### src/rtl/tipi_pkg.sv
// Shared definitions for the TIPI Pi-to-TI byte path: register selects,
// read-port FSM states and byte/bit-count constants.
package tipi_pkg;

  localparam int          BYTE_W       = 8;
  localparam logic        SEL_TD       = 1'b0;
  localparam logic        SEL_TC       = 1'b1;
  localparam logic [3:0]  BIT_CNT_FULL = 4'd8;

  typedef enum logic [1:0] {
    IDLE  = 2'd0,
    DRIVE = 2'd1,
    HOLD  = 2'd2
  } rd_state_e;

endpackage

### src/rtl/tipi_sync_edge.sv
// N-flop synchronizer for one asynchronous Pi-side line, with a one-clk
// pulse on each synchronized rising edge.
module tipi_sync_edge #(
  parameter int N = 2
) (
  input  logic clk,
  input  logic rst_n,
  input  logic i_async,
  output logic o_rise
);

  logic [N-1:0] r_sync;
  logic         r_prev;

  // Synchronizer chain plus one flop of history for edge detection
  always_ff @(posedge clk or negedge rst_n) begin
    if (!rst_n) begin
      r_sync <= {N{1'b0}};
      r_prev <= 1'b0;
    end else begin
      r_sync <= {r_sync[N-2:0], i_async};
      r_prev <= r_sync[N-1];
    end
  end

  assign o_rise = r_sync[N-1] & ~r_prev;

endmodule

### src/rtl/tipi_shift_load.sv
// Pi serial shifter feeding the TD/TC registers, plus the TI read port that
// drives a downstream tristate buffer. Optional macro: TIPI_SHIFT_COUNT_CHECK_EN.
module tipi_shift_load
  import tipi_pkg::*;
#(
  parameter int SYNC_STAGES = 2
) (
  input  logic              clk,
  input  logic              rst_n,
  input  logic              r_sclk,
  input  logic              r_sdata,
  input  logic              r_le,
  input  logic              r_sel,
  input  logic              ti_rd_req,
  input  logic              ti_rd_reg,
  output logic              t_en,
  output logic [BYTE_W-1:0] dout,
  output logic              load_pulse
);

  logic [SYNC_STAGES-1:0] r_sdata_sync;
  logic [SYNC_STAGES-1:0] r_sel_sync;
  logic                   w_sclk_rise;
  logic                   w_le_rise;
  logic                   w_sdata;
  logic                   w_sel;
  logic                   w_commit;
  logic                   w_defer;
  logic [BYTE_W-1:0]      r_shreg;
  logic [3:0]             r_bit_cnt;
  logic [BYTE_W-1:0]      r_td;
  logic [BYTE_W-1:0]      r_tc;
  logic [BYTE_W-1:0]      r_pend;
  logic [BYTE_W-1:0]      r_dout;
  logic [BYTE_W-1:0]      w_td_nxt;
  logic [BYTE_W-1:0]      w_tc_nxt;
  logic [BYTE_W-1:0]      w_pend_nxt;
  rd_state_e              r_state;
  rd_state_e              w_state_nxt;
  logic                   r_rd_sel;
  logic                   w_rd_sel_nxt;
  logic                   r_t_en;
  logic                   r_load_pulse;
  logic                   w_load_nxt;

  tipi_sync_edge #(.N(SYNC_STAGES)) u_sync_sclk (
    .clk     (clk),
    .rst_n   (rst_n),
    .i_async (r_sclk),
    .o_rise  (w_sclk_rise)
  );

  tipi_sync_edge #(.N(SYNC_STAGES)) u_sync_le (
    .clk     (clk),
    .rst_n   (rst_n),
    .i_async (r_le),
    .o_rise  (w_le_rise)
  );

  // Data and select lines share the strobe's latency so they line up with its edge
  always_ff @(posedge clk or negedge rst_n) begin
    if (!rst_n) begin
      r_sdata_sync <= {SYNC_STAGES{1'b0}};
      r_sel_sync   <= {SYNC_STAGES{1'b0}};
    end else begin
      r_sdata_sync <= {r_sdata_sync[SYNC_STAGES-2:0], r_sdata};
      r_sel_sync   <= {r_sel_sync[SYNC_STAGES-2:0], r_sel};
    end
  end

  assign w_sdata = r_sdata_sync[SYNC_STAGES-1];
  assign w_sel   = r_sel_sync[SYNC_STAGES-1];

`ifdef TIPI_SHIFT_COUNT_CHECK_EN
  assign w_commit = w_le_rise & (r_bit_cnt == BIT_CNT_FULL);
`else
  assign w_commit = w_le_rise;
`endif

  // A commit aimed at the byte on the bus is parked until the read ends
  assign w_defer = w_commit & (r_state != IDLE) & ti_rd_req & (w_sel == r_rd_sel);

  // Shift register and saturating bit counter; a commit sees the pre-shift byte
  always_ff @(posedge clk or negedge rst_n) begin
    if (!rst_n) begin
      r_shreg   <= {BYTE_W{1'b0}};
      r_bit_cnt <= 4'd0;
    end else begin
      if (w_sclk_rise) begin
        r_shreg <= {r_shreg[BYTE_W-2:0], w_sdata};
      end else begin
        r_shreg <= r_shreg;
      end
      if (w_le_rise) begin
        r_bit_cnt <= w_sclk_rise ? 4'd1 : 4'd0;
      end else if (w_sclk_rise && (r_bit_cnt != BIT_CNT_FULL)) begin
        r_bit_cnt <= r_bit_cnt + 4'd1;
      end else begin
        r_bit_cnt <= r_bit_cnt;
      end
    end
  end

  // Read FSM next state and register/pending updates
  always_comb begin
    w_state_nxt  = r_state;
    w_rd_sel_nxt = r_rd_sel;
    w_td_nxt     = r_td;
    w_tc_nxt     = r_tc;
    w_pend_nxt   = r_pend;
    w_load_nxt   = 1'b0;
    case (r_state)
      IDLE: begin
        if (ti_rd_req) begin
          w_state_nxt  = DRIVE;
          w_rd_sel_nxt = ti_rd_reg;
        end else begin
          w_state_nxt = IDLE;
        end
      end
      DRIVE: begin
        if (!ti_rd_req) begin
          w_state_nxt = IDLE;
        end else if (w_defer) begin
          w_state_nxt = HOLD;
        end else begin
          w_state_nxt = DRIVE;
        end
      end
      HOLD: begin
        if (!ti_rd_req) begin
          w_state_nxt = IDLE;
          w_load_nxt  = 1'b1;
          if (r_rd_sel == SEL_TC) begin
            w_tc_nxt = r_pend;
          end else begin
            w_td_nxt = r_pend;
          end
        end else begin
          w_state_nxt = HOLD;
        end
      end
      default: begin
        w_state_nxt = IDLE;
      end
    endcase
    // A fresh commit is applied after any pending one, so the newest byte wins
    if (w_defer) begin
      w_pend_nxt = r_shreg;
    end else if (w_commit) begin
      w_load_nxt = 1'b1;
      if (w_sel == SEL_TD) begin
        w_td_nxt = r_shreg;
      end else begin
        w_tc_nxt = r_shreg;
      end
    end else begin
      w_pend_nxt = r_pend;
    end
  end

  // State, registers and registered bus outputs
  always_ff @(posedge clk or negedge rst_n) begin
    if (!rst_n) begin
      r_state      <= IDLE;
      r_rd_sel     <= SEL_TD;
      r_td         <= {BYTE_W{1'b0}};
      r_tc         <= {BYTE_W{1'b0}};
      r_pend       <= {BYTE_W{1'b0}};
      r_t_en       <= 1'b0;
      r_dout       <= {BYTE_W{1'b0}};
      r_load_pulse <= 1'b0;
    end else begin
      r_state      <= w_state_nxt;
      r_rd_sel     <= w_rd_sel_nxt;
      r_td         <= w_td_nxt;
      r_tc         <= w_tc_nxt;
      r_pend       <= w_pend_nxt;
      r_t_en       <= (w_state_nxt != IDLE);
      r_dout       <= ((w_state_nxt != IDLE) && (w_rd_sel_nxt == SEL_TC)) ? w_tc_nxt : w_td_nxt;
      r_load_pulse <= w_load_nxt;
    end
  end

  assign t_en       = r_t_en;
  assign dout       = r_dout;
  assign load_pulse = r_load_pulse;

endmodule
### config.mk
export PLATFORM = sky130hd
export DESIGN_NAME = tipi_shift_load
export DESIGN_NICKNAME = d
export VERILOG_FILES = /design/src/rtl/tipi_pkg.sv /design/src/rtl/tipi_sync_edge.sv /design/src/rtl/tipi_shift_load.sv
export SDC_FILE = /design/constraint.sdc
export NUM_CORES = 1
export LEC_CHECK = 0
export CORE_MARGIN = 4
export CORE_UTILIZATION = 45
export DETAILED_ROUTE_END_ITERATION = 10
export GPL_ROUTABILITY_DRIVEN = 0
export MAX_ROUTING_LAYER = met4
export PLACE_DENSITY = 0.71
export SLEW_MARGIN = 20
export SYNTH_ARGS = -nofsm -noshare
export SYNTH_HDL_FRONTEND = slang
export SYNTH_HIERARCHICAL = 1
export SYNTH_SLANG_ARGS = --single-unit
### constraint.sdc
create_clock -name clk -period 3.1 [get_ports clk]
set_input_delay 0.62 -clock clk [delete_from_list [all_inputs] [get_ports clk]]
set_output_delay 0.62 -clock clk [all_outputs]
set_load 0.005 [all_outputs]
==> metrics.txt <==
outcome completed; Post-CTS Setup Bufs 0; hpwl dp 2663 um; CP max-delay cell clkdlybuf4s50_1; via count of the routed design 1401; commonest non-fill, non-tap cell in the layout dfrtp_1; total negative slack 0 ns; per-cell routed wire length 15.09 um; Cell Rows 25; via-per-instance ratio 5.247; Core Box Area 4817 sq um; Nets 208; P_leak between 1 and 1.5 nW; RSZ-0062 raised after global routing no; largest buffer count on any clock path 2; Clock Pin Slew Worst Setup and Hold Paths 0.09 ns; Layout area overhead 14.62%; final setup fails 0; gr usage total 14.70%; htree depth 2; Hold Fails Final Rpt 0; CP max stage delay between 0.5 and 0.6 ns; critical path fanouts, max 8; Worst Hold Class in2async; Clock Tree Root clkbuf_8; die span in x 79 um; Worst Path Arrival 2.57 ns; largest net degree at the start of global routing 27; Die Area 6241 sq um; R2R depth 5; Initial Utilization between 40% and 50%; Hold Buf Count CTS 0; most frequent cells in the layout 55 x dfrtp_1, 17 x a21oi_1, 17 x nor2_1; TritonCTS Buffers 5; count of cell types in the netlist 32; antenna viol nets, final 0; flops & latches, synth between 50 and 60; asr flop ratio synth 100.0%; predominant post-synthesis flop cell dfrtp_1; fmax ~420 MHz; n_diodes 0; DRT iter0 DRCs 83; 1st-pass router iterations 4; Crit Path Category in2reg; Clk Latency, worst-skew pair 0.31 ns; syn nets between 150 and 200; synthesized area 2268 sq um; maximum VDD drop 0.0003348 V; final WL around 4000 um; CTS tree yes; height of the chip 79 um; Cells after Synth 182; first-pass GRT wire length roughly 6800 um; crit path cell chain clkdlybuf4s50_1, nor3b_1, and2_1, mux2i_1, nand2_1, o211a_1; CP startpoint kind input pin; period utilization 76.74%; total global routing overflow 0; Slew @ Worst Pin roughly 0.58 ns; CP Depth 6; clk sinks 55; IO Port Bufs 17; Tmin final 2.379 ns; sequential fraction of the synthesis area 60.67%; initial antenna violation count 0; vias in the first global route 1367; clk_skew 0.008591 ns; ratio of cells with drive above 1 in the final layout 16.50%; detailed-route DRC error count 0; CP top delay family simple AND/OR/NAND/NOR gates; Slew Limit Headroom slightly above 60%; PD cells 738.9 nW/um^2; Pins Over Slew Limit 0; Max Cap Viol 0; Resized cells post-CTS 0; number of synthesized flops with an enable pin 0; Setup crit end kind flop; Placement Cell Area 2494 sq um; Synth Area per Inst 12.46 sq um; post-route cell area 2600 sq um; synth warn 6; CP bufs+invs 1; Critical Path RT 3.30 ns; Top Ports 18
## metrics by stage
| step | setup WS, ns | util, % | hold WS [ns] | instances | total power, mW |
|---|---|---|---|---|---|
| 3_3_place_gp | 0.5240 | 51.77 | 0.3311 | 260 | 1.454 |
| 4_1_cts | 0.7232 | 53.97 | 0.09020 | 267 | 1.941 |
| 3_5_place_dp | 0.4007 | 51.77 | 0.3347 | 260 | 1.478 |
| 6_report | 0.7210 | 53.97 | 0.1001 | 267 | 1.921 |
| 2_1_floorplan | 1.256 | - | 0.3244 | 182 | 1.296 |
| 5_1_grt | 0.5132 | 53.97 | 0.09682 | 267 | 2.024 |
## area by class of cell
type	instances	area (sq um)
Fill cell	423	2217
Clock inverter	2	37.54
Clock buffer	5	68.82
Sequential cell	55	1376
Tap cell	67	83.83
Timing Repair Buffer	21	195.2
Multi-Input combinational cell	115	830.8
Inverter	2	7.507
## logic make-up (layout without fill, tap and decap cells)
group	Yosys count	after routing	synth area share (%)
AOI/OAI and AO/OA	34	34	9.984
DFF	55	55	60.67
and+or+nand+nor	47	47	10.59
muxes	33	33	15.66
buffers and inverters	12	30	2.702
xor gates and xnor gates	1	1	0.3862
## routing by layer
metal | vias up | GRT usage, % | part of all wire (%)
li1 | 668 | - | -
met1 | 696 | 18.29 | 44
met2 | 29 | 23.15 | 50
met3 | 8 | 3.741 | 4.5
met4 | 0 | 5.842 | 1.3
met5 | - | - | 0
## sequential cells by signal, summed over array words and instances (netlist names), 8 cells and up
register / count
dout: 8
r_tc: 8
r_td: 8
r_pend: 8
r_shreg: 8
## cell usage after synthesis, types with 2 or more instances
| master | number | area, sq um |
|---|---|---|
| a21oi_1 | 17 | 85.08 |
| and2_1 | 2 | 12.51 |
| o211a_1 | 8 | 80.08 |
| clkbuf_1 | 4 | 15.01 |
| nor2_1 | 17 | 63.81 |
| mux2_2 | 16 | 180.2 |
| nor2b_4 | 2 | 27.53 |
| buf_2 | 4 | 20.02 |
| dfrtp_1 | 55 | 1376 |
| mux2i_1 | 16 | 160.2 |
| o21ai_0 | 3 | 15.01 |
| nand2_1 | 11 | 41.29 |
| nand3_1 | 8 | 40.04 |
## where the power goes
part / total [mW] / switching [mW] / internal [mW]
logic: 0.402 / 0.161 / 0.241
registers: 1.06 / 0.140 / 0.921
clock network: 0.458 / 0.222 / 0.236
total: 1.92 / 0.523 / 1.40
## worst reg2reg max path, cell delays in order (launching register included)
cell	delay [ns]
dfrtp_1	0.48
nor3b_1	0.33
and2_1	0.53
mux2i_1	0.31
nand2_1	0.09
o211a_1	0.14
## worst paths after layout
check	from	endpoint	slack, ns
max in group asynchronous	rst_n	r_shreg[2]	2.49
setup / recovery	ti_rd_req	dout[4]	0.72
setup reg to reg	r_state[1]	dout[4]	1.11
min in group clk	u_sync_le/r_sync[0]	u_sync_le/r_sync[1]	0.35
hold reg to reg	u_sync_le/r_sync[0]	u_sync_le/r_sync[1]	0.35
hold / removal	rst_n	u_sync_le/r_sync[0]	0.10
Note: power is estimated with default switching activity, not from simulation.
